--- src/rtl/mmio_arbiter.sv ---
// mmio_arbiter: shares one MMIO bus between two masters (m0 = MCS I/O bridge,
// m1 = debug/DMA port). Each access is latched at grant, held on the bus for
// 1 + WAIT_CYCLES cycles and completed with a one-cycle ack to the winner.
//
//   state    | meaning
//   ---------+-----------------------------------------------------------
//   S_IDLE   | bus free; sample requests, latch the winner's transaction
//   S_ACCESS | cs asserted, strobe on first cycle, count down wait states
//   S_ACK    | one-cycle ack pulse to the winner, then back to idle
module mmio_arbiter #(
   parameter int unsigned WAIT_CYCLES = 0
) (
   input  logic        clk,
   input  logic        reset_n,

   input  logic        m0_req,
   input  logic        m0_write,
   input  logic [20:0] m0_addr,
   input  logic [31:0] m0_wdata,
   output logic        m0_ack,
   output logic [31:0] m0_rdata,

   input  logic        m1_req,
   input  logic        m1_write,
   input  logic [20:0] m1_addr,
   input  logic [31:0] m1_wdata,
   output logic        m1_ack,
   output logic [31:0] m1_rdata,

   output logic        mmio_cs,
   output logic        mmio_read,
   output logic        mmio_write,
   output logic [20:0] mmio_addr,
   output logic [31:0] mmio_write_data,
   input  logic [31:0] mmio_read_data
);

   // The wait counter is 4 bits wide, so larger stretches cannot be honoured.
   if (WAIT_CYCLES > 15) begin : g_bad_wait
      $error("mmio_arbiter: WAIT_CYCLES must be in 0..15");
   end

   localparam logic [1:0] S_IDLE   = 2'd0;
   localparam logic [1:0] S_ACCESS = 2'd1;
   localparam logic [1:0] S_ACK    = 2'd2;

   localparam logic [3:0] WAIT_LOAD = 4'(WAIT_CYCLES);

   logic [1:0]  state_q, state_d;
   logic [3:0]  cnt_q, cnt_d;
   logic        last_grant_q, last_grant_d;
   logic        win_q, win_d;
   logic        wr_q, wr_d;
   logic [20:0] addr_q, addr_d;
   logic [31:0] wdata_q, wdata_d;
   logic [31:0] rdata0_q, rdata0_d;
   logic [31:0] rdata1_q, rdata1_d;

   logic        any_req;
   logic        pick;
   logic        in_access;
   logic        first_access;

   // Round-robin pick: a lone requester wins; on a tie the master that did not
   // win last time is chosen, so continuous contention alternates.
   always_comb begin
      any_req = m0_req | m1_req;
      pick    = (m0_req & m1_req) ? ~last_grant_q : m1_req;
   end

   // Next-state logic for the sequencer, counter and latched transaction.
   always_comb begin
      state_d      = state_q;
      cnt_d        = cnt_q;
      last_grant_d = last_grant_q;
      win_d        = win_q;
      wr_d         = wr_q;
      addr_d       = addr_q;
      wdata_d      = wdata_q;
      rdata0_d     = rdata0_q;
      rdata1_d     = rdata1_q;
      case (state_q)
         S_IDLE: begin
            if (any_req) begin
               state_d      = S_ACCESS;
               cnt_d        = WAIT_LOAD;
               win_d        = pick;
               last_grant_d = pick;
               wr_d         = pick ? m1_write : m0_write;
               addr_d       = pick ? m1_addr  : m0_addr;
               wdata_d      = pick ? m1_wdata : m0_wdata;
            end
         end
         S_ACCESS: begin
            if (cnt_q == 4'd0) begin
               state_d = S_ACK;
               // Read data is taken on the last ACCESS cycle, after the slave
               // has had the full wait-state stretch to settle.
               if (!wr_q) begin
                  if (win_q) begin
                     rdata1_d = mmio_read_data;
                  end else begin
                     rdata0_d = mmio_read_data;
                  end
               end
            end else begin
               cnt_d = cnt_q - 4'd1;
            end
         end
         S_ACK: begin
            state_d = S_IDLE;
         end
         default: begin
            state_d = S_IDLE;
         end
      endcase
   end

   // State registers; reset aborts any in-flight access immediately.
   always_ff @(posedge clk or negedge reset_n) begin
      if (!reset_n) begin
         state_q      <= S_IDLE;
         cnt_q        <= 4'd0;
         last_grant_q <= 1'b1;
         win_q        <= 1'b0;
         wr_q         <= 1'b0;
         addr_q       <= 21'd0;
         wdata_q      <= 32'd0;
         rdata0_q     <= 32'd0;
         rdata1_q     <= 32'd0;
      end else begin
         state_q      <= state_d;
         cnt_q        <= cnt_d;
         last_grant_q <= last_grant_d;
         win_q        <= win_d;
         wr_q         <= wr_d;
         addr_q       <= addr_d;
         wdata_q      <= wdata_d;
         rdata0_q     <= rdata0_d;
         rdata1_q     <= rdata1_d;
      end
   end

   // Bus outputs decode straight from registered state, so they fall in the
   // same cycle as an asynchronous reset. The counter still holds its load
   // value only on the first ACCESS cycle, which marks the strobe cycle.
   always_comb begin
      in_access       = (state_q == S_ACCESS);
      first_access    = in_access & (cnt_q == WAIT_LOAD);
      mmio_cs         = in_access;
      mmio_read       = first_access & ~wr_q;
      mmio_write      = first_access &  wr_q;
      mmio_addr       = in_access ? addr_q  : 21'd0;
      mmio_write_data = in_access ? wdata_q : 32'd0;
      m0_ack          = (state_q == S_ACK) & ~win_q;
      m1_ack          = (state_q == S_ACK) &  win_q;
      m0_rdata        = rdata0_q;
      m1_rdata        = rdata1_q;
   end

endmodule

--- config.mk ---
export PLATFORM = sky130hd
export DESIGN_NAME = mmio_arbiter
export DESIGN_NICKNAME = d
export VERILOG_FILES = /design/src/rtl/mmio_arbiter.sv
export SDC_FILE = /design/constraint.sdc
export NUM_CORES = 1
export LEC_CHECK = 0
export BUFFER_PORTS_ARGS = -buffer_cell sky130_fd_sc_hd__buf_4
export CORE_MARGIN = 1.5
export CORE_UTILIZATION = 48
export DETAILED_ROUTE_END_ITERATION = 10
export PLACE_DENSITY = 0.81
export SLEW_MARGIN = 20
export SYNTH_ARGS = -nofsm -noshare
export SYNTH_HDL_FRONTEND = slang
export SYNTH_SLANG_ARGS = --single-unit
--- constraint.sdc ---
create_clock -name clk -period 2 [get_ports clk]
set_clock_uncertainty 0.15 [all_clocks]
set_input_delay 0.3 -clock clk [delete_from_list [all_inputs] [get_ports clk]]
set_output_delay 0.3 -clock clk [all_outputs]
set_load 0.02 [all_outputs]
==> results.sh, run 1 <==
export IMPL_status="finished, violations left"
export IMPL_violations="setup timing"
export IMPL_yosysTopAreaCellShare_pct=52.1
export IMPL_fill_cells=682
export IMPL_cts_num_sinks=126
export IMPL_holdPathStages=3
export IMPL_min_to="last_grant_q"
export IMPL_ir_drop_uv=1040
export IMPL_synth_seq_cells=126
export IMPL_worstPathArrival_ns=1.77
export IMPL_finalSetupViolCount=25
export IMPL_avgSynthCellArea_um2=14.6
export IMPL_root_buffer="clkbuf_16"
export IMPL_crit_path_start="cnt_q[1]"
export IMPL_crit_type="reg2out"
export IMPL_final_max_slew_viol_count=0
export IMPL_slew_limit_headroom_pct=70.0
export IMPL_grt_max_degree=54
export IMPL_setup_slack_ns=-0.225
export IMPL_synth_main_ff_cell="dfrtp_1"
export IMPL_initial_core_util_pct=49.6
export IMPL_final_net_count=892
export IMPL_grt_overflow=0
export IMPL_r2r_end="m1_rdata[16]"
export IMPL_end_kind="primary output"
export IMPL_r2r_start="state_q[0]"
export IMPL_insertion_delay_ns=0.41
export IMPL_yosysMostFrequentCell="mux2_2"
export IMPL_drv_cap=0
export IMPL_vias=4702
export IMPL_grt_pass1_vias=4944
export IMPL_syn_inst=412
export IMPL_initialDrtViolationCount=229
export IMPL_synth_async_reset_ratio_pct=100
export IMPL_tritoncts="yes"
export IMPL_viasPerCell=5.06
export IMPL_cellPowerDensity_mw_per_mm2=1650
export IMPL_wl_per_cell_um=19.9
export IMPL_worst_r2r_setup_slack_ns=0.02
export IMPL_core_area_mm2=0.0121
export IMPL_synthToLayoutAreaGrowth_pct=63.7
export IMPL_fin_crit_ns=2.22
export IMPL_synthTopCellsByArea="dfrtp_1, mux2_2, mux2_4, and2_1, buf_6"
export IMPL_post_route_util_pct=81.2
export IMPL_die_w_um=115
export IMPL_portBuffers=265
export IMPL_seq_area_mm2=0.00316
export IMPL_holdCritStartpoint="m1_req"
export IMPL_finalWeightedCongestion=0.754
export IMPL_syn_num_nets=558
export IMPL_hold_path_class="in2reg"
export IMPL_hpwl_mm=10.9
export IMPL_antenna_found_initial=0
export IMPL_rows=40
export IMPL_tightest_slew_ns=0.450
export IMPL_fmax_mhz=450
export IMPL_drive_gt1_share_pct=72.7
export IMPL_finalHoldViolCount=0
export IMPL_start_kind="flop"
export IMPL_synth_edf_count=0
export IMPL_first_pass_iters=5
export IMPL_p_leak_nw=4.73
export IMPL_die_y_um=115
export IMPL_synth_seq_area_share_pct=52.5
export IMPL_wirelength_mm=18.5
export IMPL_period_share_pct=111
export IMPL_clk_pin_slew_ns=0.05
export IMPL_required_ns=1.55
export IMPL_synth_cell_type_count=34
export IMPL_yosys_warnings=0
export IMPL_multiInputGateArea_mm2=0.00278
export IMPL_clockBufferDepth=2
export IMPL_drcViolationCount=0
export IMPL_ant_nets=0
export IMPL_rsz0062_at_grt="true"
export IMPL_grt_pass1_wl_mm=26.3
export IMPL_stdcell_count=929
export IMPL_synth_common_cells="mux2_2, dfrtp_1, and2_1"
export IMPL_cts_made_buffers=17
export IMPL_grt_usage_pct=26.3
export IMPL_dieArea_mm2=0.0132
export IMPL_r2r_cells=8
export IMPL_ioPinCount=266
export IMPL_dp_cells=835
export IMPL_htree_levels=4
export IMPL_synth_top_area_cell="dfrtp_1"
export IMPL_crit_path_max_fanout=3
export IMPL_syn_area_mm2=0.00601
==> cells by family after synthesis <==
family / synth area share [%]
multiplexers: 34.3
flip-flops: 52.5
AND/OR/NAND/NOR: 8.31
buffers and inverters: 3.31
AO/OA/AOI/OAI: 1.21
adder cells (fa/ha/maj): 0.416
==> where the power goes <==
| part | leakage [nW] | switching (mW) | internal (mW) |
|---|---|---|---|
| logic | 2.95 | 3.72 | 4.52 |
| clock network | 0.306 | 1.22 | 2.15 |
| registers | 1.48 | 0.807 | 3.85 |
==> layout by cell type (no fill, tap or decap), types with 2 or more instances in the layout <==
| cell type | Yosys | layout |
|---|---|---|
| buf_4 | 0 | 247 |
| mux2_2 | 134 | 134 |
| dfrtp_1 | 125 | 124 |
| buf_6 | 12 | 41 |
| and2_4 | 0 | 35 |
| dlygate4sd3_1 | 0 | 34 |
| mux2_4 | 30 | 30 |
| clkbuf_16 | 0 | 23 |
| and2_1 | 54 | 19 |
| buf_12 | 0 | 9 |
| mux2_1 | 8 | 8 |
| bufinv_16 | 0 | 4 |
| nor2_1 | 3 | 3 |
| clkinvlp_4 | 0 | 3 |
| clkinv_4 | 0 | 3 |
| inv_6 | 0 | 3 |
| diode_2 | 0 | 2 |
| inv_2 | 0 | 2 |
| nor2b_1 | 3 | 2 |
| nor3_1 | 2 | 2 |
| a31o_2 | 2 | 2 |
| buf_8 | 0 | 2 |
==> area by class of cell <==
type,instances,area share [%]
sequential,126,32.1
timing repair buffer,339,30.7
multi-input combinational,259,28.3
clock buffer,18,4.46
tap,168,2.14
clock inverter,14,2.10
inverter,3,0.242
antenna,2,0.0509
==> state kept, by name, summed over array words and instances (netlist names) <==
name	flops
m0_rdata	32
m1_rdata	32
wdata_q	32
addr_q	21
cnt_q	4
state_q	2
last_grant_q	1
win_q	1
wr_q	1
==> critical path, stage by stage, from the launching register on <==
cell and delay [ns]:
dfrtp_1 0.40, inv_2 0.09, ha_4 0.14, nor3b_4 0.21, buf_6 0.13, and2_4 0.14
nor2b_4 0.14, buf_6 0.12
==> stage by stage <==
stage	area (um^2)	setup TNS [ns]	total power [mW]	hold slack, ns	worst slack (ns)
floorplan	6010	0	8.70	-0.146	0.0432
global placement	8210	0	11.2	0.117	0.0921
detailed placement	8210	0	11.5	0.118	0.0165
CTS	9350	-0.326	15.2	0.0554	-0.206
global route	9830	-5.29	16.9	0.0938	-0.307
finish	9840	-1.71	16.3	0.0701	-0.225
==> worst max path at each step <==
stage           endpoint  slack [ns]  depth (start not counted)
5_1_grt        mmio_read       -0.31                          7
3_3_place_gp   mmio_read        0.09                          7
6_report       mmio_read       -0.22                          7
4_1_cts        mmio_read       -0.21                          7
2_1_floorplan  mmio_read        0.04                          5
3_5_place_dp   mmio_read        0.02                          7
==> timing repair <==
action | CTS | global route
gates cloned | 1 | 8
hold buffers | 34 | 0
resized for setup | 23 | 73
endpoints found under the setup margin | 55 | 89
setup buffers | 7 | 11
hold endpoints to repair | 94 | 0
pin swaps | 1 | 27
==> routing by layer <==
layer | vias up | share of wire (%) | track usage [%]
li1 | 2116 | - | -
met1 | 2345 | 37 | 28.9
met2 | 202 | 55 | 48.7
met3 | 39 | 4.6 | 6.48
met4 | 0 | 2.9 | 10.4
met5 | - | 0 | 0
Power figures use the tool's default switching activity.
==> run 2, diff against run 1 <==
--- a/config.mk
+++ b/config.mk
@@ -9,7 +9,7 @@
 export CORE_MARGIN = 1.5
 export CORE_UTILIZATION = 48
 export DETAILED_ROUTE_END_ITERATION = 10
-export PLACE_DENSITY = 0.81
+export PLACE_DENSITY = 0.84
 export SLEW_MARGIN = 20
 export SYNTH_ARGS = -nofsm -noshare
 export SYNTH_HDL_FRONTEND = slang
==> run 2 against run 1 <==
- the flow still finishes with violations (setup timing)
- critical endpoint unchanged
- combinational power grew 2%
- die area is the same
- highest routed layer unchanged
- first-iteration DRC count shrank 12%
- flip-flop and latch count is the same
==> results.sh, run 2 (synthesis results as in run 1) <==
export IMPL_worst_r2r_setup_slack_ns=-0.03
export IMPL_final_max_slew_viol_count=0
export IMPL_vias=4722
export IMPL_power_mw=16.1
export IMPL_portBuffers=265
export IMPL_holdCritStartpoint="m1_addr[4]"
export IMPL_viasPerCell=5.09
export IMPL_crit_path_max_fanout=3
export IMPL_fin_setup_tns_ns=-5.75
export IMPL_finalSetupViolCount=69
export IMPL_status="finished, violations left"
export IMPL_grt_max_degree=65
export IMPL_finalHoldViolCount=0
export IMPL_start_kind="flop"
export IMPL_hpwl_mm=10.7
export IMPL_dieArea_mm2=0.0132
export IMPL_r2r_end="m0_rdata[3]"
export IMPL_grt_overflow=0
export IMPL_grt_pass1_wl_mm=25.7
export IMPL_worstPathArrival_ns=1.75
export IMPL_rows=40
export IMPL_final_cell_mix="buf_4, mux2_2, dfrtp_1, buf_6, and2_4"
export IMPL_first_pass_iters=4
export IMPL_end_kind="primary output"
export IMPL_seq_power_share_pct=28.8
export IMPL_die_w_um=115
export IMPL_synthToLayoutAreaGrowth_pct=64.0
export IMPL_slew_limit_headroom_pct=69.0
export IMPL_initial_core_util_pct=49.6
export IMPL_combPwrFrac_pct=52.5
export IMPL_stdcell_count=928
export IMPL_final_net_count=892
export IMPL_p_clk_share_pct=18.7
export IMPL_insertion_delay_ns=0.42
export IMPL_holdPathStages=3
export IMPL_root_buffer="clkbuf_16"
export IMPL_wirelength_mm=17.9
export IMPL_rsz0062_at_grt="true"
export IMPL_cts_num_sinks=126
export IMPL_clk_pin_slew_ns=0.06
export IMPL_holdWs_ns=0.0893
export IMPL_placed_cell_area_mm2=0.00824
export IMPL_dp_slack_ns=0.0637
export IMPL_drv_cap=0
export IMPL_antenna_found_initial=1
export IMPL_ant_nets=0
export IMPL_grt_pass1_vias=5104
export IMPL_period_share_pct=110
export IMPL_die_y_um=115
export IMPL_dp_cells=837
export IMPL_switching_share_pct=34.9
export IMPL_power_internal_mw=10.5
export IMPL_r2r_start="cnt_q[1]"
export IMPL_netSwitchingPower_mw=5.62
export IMPL_drive_gt1_share_pct=73.9
export IMPL_clockBufferDepth=2
export IMPL_cellPowerDensity_mw_per_mm2=1630
export IMPL_layout_commonest_cell="buf_4"
export IMPL_post_route_util_pct=81.4
export IMPL_fill_cells=663
export IMPL_drcViolationCount=0
export IMPL_setup_slack_ns=-0.199
export IMPL_crit_type="reg2out"
export IMPL_cts_made_buffers=17
export IMPL_finalWeightedCongestion=0.748
export IMPL_fin_area_mm2=0.00986
export IMPL_ioPinCount=266
export IMPL_tritoncts="yes"
export IMPL_required_ns=1.55
export IMPL_fmax_mhz=455
export IMPL_violations="setup timing"
export IMPL_wl_per_cell_um=19.3
export IMPL_core_area_mm2=0.0121
export IMPL_p_leak_nw=4.74
export IMPL_tightest_slew_ns=0.466
export IMPL_hold_path_class="in2reg"
export IMPL_min_to="addr_q[4]"
export IMPL_r2r_cells=8
export IMPL_fin_crit_ns=2.20
export IMPL_htree_levels=4
export IMPL_initialDrtViolationCount=202
export IMPL_grt_usage_pct=25.5
export IMPL_ir_drop_uv=1080
## run 2: cell types whose count changed in the layout (fill, tap and decap cells not counted), moves of 2 or more
cell       before  now
inv_6           3    0
clkinv_2        0    3
bufinv_16       4    2
buf_6          41   53
and2_4         35   47
clkinv_4        3    1
buf_4         247  234
clkbuf_16      23   20
buf_16          0    3
clkbuf_1        0    3
and2_1         19    7
## run 2: how the worst max path moves through the flow
stage / startpoint / endpoint / slack, ns
2_1_floorplan: state_q[1] / mmio_read / 0.04
3_3_place_gp: cnt_q[1] / mmio_read / 0.14
3_5_place_dp: cnt_q[0] / m0_rdata[9] / 0.06
4_1_cts: cnt_q[1] / mmio_read / -0.17
5_1_grt: cnt_q[1] / mmio_read / -0.25
6_report: cnt_q[1] / mmio_read / -0.20
## run 2: timing repair
| action | in CTS | in global routing |
|---|---|---|
| pin swaps | 33 | 17 |
| hold endpoints to repair | 190 | 0 |
| setup endpoints to repair | 56 | 96 |
| gates resized for setup | 110 | 12 |
| gates cloned | 4 | 4 |
| buffers inserted | 10 | 9 |
| hold buffers | 34 | 0 |
## run 2: worst max-delay path: stages (launching register included)
cell and delay, ns:
dfrtp_1 0.40, inv_2 0.10, ha_4 0.13, nor3b_4 0.23, and2_4 0.20, nor2b_4 0.14
buf_6 0.13
## run 2: power by group through the flow
stage	Sequential (mW)	Clock [mW]	Combinational, mW
CTS	4.56	3.03	8.19
detailed placement	4.55	0	6.99
floorplan	5.22	0	3.48
global route	4.76	3.17	8.85
global placement	4.47	0	6.82
finish	4.63	3.01	8.44
## run 2: area by class of cell
class	instances	area [um^2]	area share, %
Tap cell	168	210	2.13
Clock buffer	22	464	4.71
Timing Repair Buffer	339	3080	31.2
Clock inverter	10	114	1.16
Inverter	3	13.8	0.140
Sequential cell	126	3150	32.0
Multi-Input combinational cell	259	2820	28.6
Antenna cell	1	2.50	0.0254
## run 2: per-layer routing
| layer | routed length [um] | GRT usage, % | vias up |
|---|---|---|---|
| met4 | 608 | 14.3 | 0 |
| met3 | 1090 | 6.33 | 42 |
| li1 | - | - | 2119 |
| met1 | 6590 | 26.3 | 2362 |
| met2 | 9610 | 47.3 | 199 |
| met5 | 0 | 0 | - |
==> run 3, diff against run 2 <==
--- a/config.mk
+++ b/config.mk
@@ -9,7 +9,7 @@
 export CORE_MARGIN = 1.5
 export CORE_UTILIZATION = 48
 export DETAILED_ROUTE_END_ITERATION = 10
-export PLACE_DENSITY = 0.84
+export PLACE_DENSITY = 0.77
 export SLEW_MARGIN = 20
 export SYNTH_ARGS = -nofsm -noshare
 export SYNTH_HDL_FRONTEND = slang
==> run 3 against run 2 <==
- the run still ends with setup timing left
- routed wire length is 7.9% lower
- critical endpoint unchanged
- flip-flop and latch count unchanged
- power shrank 2.8%
- largest power group unchanged
- sequential share of layout area up 0.49 points
- clock power is 3% lower
- first-iteration DRC count increased by 19%
- critical path type unchanged
- largest cell class unchanged
- highest routed layer unchanged
- die area did not move
- design area shrank 1.5%
- register-to-register slack gained 0.03 ns
- critical path depth unchanged
==> results.sh, run 3 (synthesis results as in run 1) <==
export IMPL_cts_made_buffers=17
export IMPL_power_mw=15.6
export IMPL_wirelength_mm=16.5
export IMPL_setup_slack_ns=-0.171
export IMPL_insertion_delay_ns=0.40
export IMPL_initialDrtViolationCount=240
export IMPL_required_ns=1.55
export IMPL_worst_r2r_setup_slack_ns=0
export IMPL_cts_num_sinks=126
export IMPL_htree_levels=4
export IMPL_wl_met3_um=977
export IMPL_clockBufferDepth=2
export IMPL_final_max_slew_viol_count=0
export IMPL_worstPathArrival_ns=1.72
export IMPL_tritoncts="yes"
export IMPL_ir_drop_uv=1180
export IMPL_layout_commonest_cell="buf_4"
export IMPL_dieArea_mm2=0.0132
export IMPL_dp_slack_ns=0.0155
export IMPL_grt_pass1_vias=4776
export IMPL_hold_path_class="in2reg"
export IMPL_violations="setup timing"
export IMPL_initial_core_util_pct=49.6
export IMPL_post_route_util_pct=80.1
export IMPL_drive_gt1_share_pct=72.7
export IMPL_wirelength_met1_mm=6.42
export IMPL_crit_path_max_fanout=3
export IMPL_cellPowerDensity_mw_per_mm2=1610
export IMPL_grt_overflow=0
export IMPL_finalSetupViolCount=7
export IMPL_core_area_mm2=0.0121
export IMPL_die_y_um=115
export IMPL_min_to="last_grant_q"
export IMPL_finalHoldViolCount=0
export IMPL_end_kind="primary output"
export IMPL_fin_setup_tns_ns=-0.354
export IMPL_die_w_um=115
export IMPL_finalWeightedCongestion=0.858
export IMPL_portBuffers=265
export IMPL_slew_limit_headroom_pct=55.3
export IMPL_drcViolationCount=0
export IMPL_highest_layer="met4"
export IMPL_grt_usage_pct=23.8
export IMPL_hpwl_mm=10.4
export IMPL_root_buffer="clkbuf_16"
export IMPL_tightest_slew_ns=0.671
export IMPL_r2r_cells=7
export IMPL_ant_nets=0
export IMPL_synthToLayoutAreaGrowth_pct=61.5
export IMPL_holdCritStartpoint="m1_req"
export IMPL_dr_wl_met2_mm=8.72
export IMPL_start_kind="flop"
export IMPL_ioPinCount=266
export IMPL_grt_pass1_wl_mm=24.1
export IMPL_grt_max_degree=127
export IMPL_drv_cap=0
export IMPL_antenna_cells=0
export IMPL_rows=40
export IMPL_period_share_pct=109
export IMPL_fmax_mhz=461
export IMPL_rsz0062_at_grt="true"
export IMPL_p_leak_nw=4.68
export IMPL_clk_pin_slew_ns=0.05
export IMPL_final_cell_mix="buf_4, mux2_2, dfrtp_1, buf_6, and2_4"
export IMPL_fin_crit_ns=2.17
export IMPL_antenna_found_initial=0
export IMPL_viasPerCell=4.93
export IMPL_wl_per_cell_um=17.9
export IMPL_first_pass_iters=4
export IMPL_r2r_end="m1_rdata[3]"
export IMPL_holdPathStages=3
export IMPL_vias=4546
export IMPL_status="finished, violations left"
export IMPL_crit_type="reg2out"
export IMPL_r2r_start="cnt_q[0]"
export IMPL_final_net_count=889
==> run 3: layer usage <==
metal / GRT usage (%) / up-vias
li1: - / 2105
met1: 26.9 / 2246
met2: 42.3 / 169
met3: 6.64 / 26
met4: 10.2 / 0
met5: 0 / -
==> run 3: cell type report <==
cell class | instances | area [um^2]
Timing Repair Buffer | 335 | 2950
Clock buffer | 25 | 515
Multi-Input combinational cell | 259 | 2790
Tap cell | 168 | 210
Sequential cell | 126 | 3150
Timing Repair inverter | 1 | 8.76
Clock inverter | 5 | 55.1
Fill cell | 727 | 2400
Inverter | 3 | 23.8
==> run 3: report_power, final <==
group          leakage [nW]  total [mW]  switching, mW  internal [mW]
clock                 0.277        2.92           1.03           1.89
combinational          2.93        8.13           3.61           4.51
sequential             1.48        4.59          0.737           3.85
==> run 3: critical path: stages (launching register included) <==
cell and delay, ns:
dfrtp_1 0.38, inv_2 0.09, ha_4 0.15, nor3b_4 0.24, and2_4 0.19, nor2b_4 0.13
buf_6 0.13
==> run 3: worst max-delay path by stage <==
stage,endpoint,depth (start not counted),slack (ns),startpoint
after floorplan,mmio_read,5,0.04,state_q[1]
after global placement,m0_rdata[12],7,0.10,cnt_q[0]
after detailed placement,m0_rdata[10],7,0.02,cnt_q[0]
after CTS,mmio_read,6,-0.15,cnt_q[1]
after global routing,mmio_read,6,-0.23,cnt_q[0]
final,mmio_read,6,-0.17,cnt_q[0]
==> run 3: what timing repair did <==
action                     CTS  global route
gates cloned                 0             9
pin swaps                    2            38
resized for setup           18            85
setup buffers                8             6
hold buffers                34             0
setup endpoints to repair   56           110
hold endpoints to repair   190             0
==> run 3: per-stage QoR <==
step,instance area [um^2],hold slack (ns),instances
2_1_floorplan,6010,-0.146,412
6_report,9710,0.0618,922
3_3_place_gp,8190,0.304,835
4_1_cts,9220,0.0324,907
3_5_place_dp,8190,0.299,835
5_1_grt,9710,0.0628,922
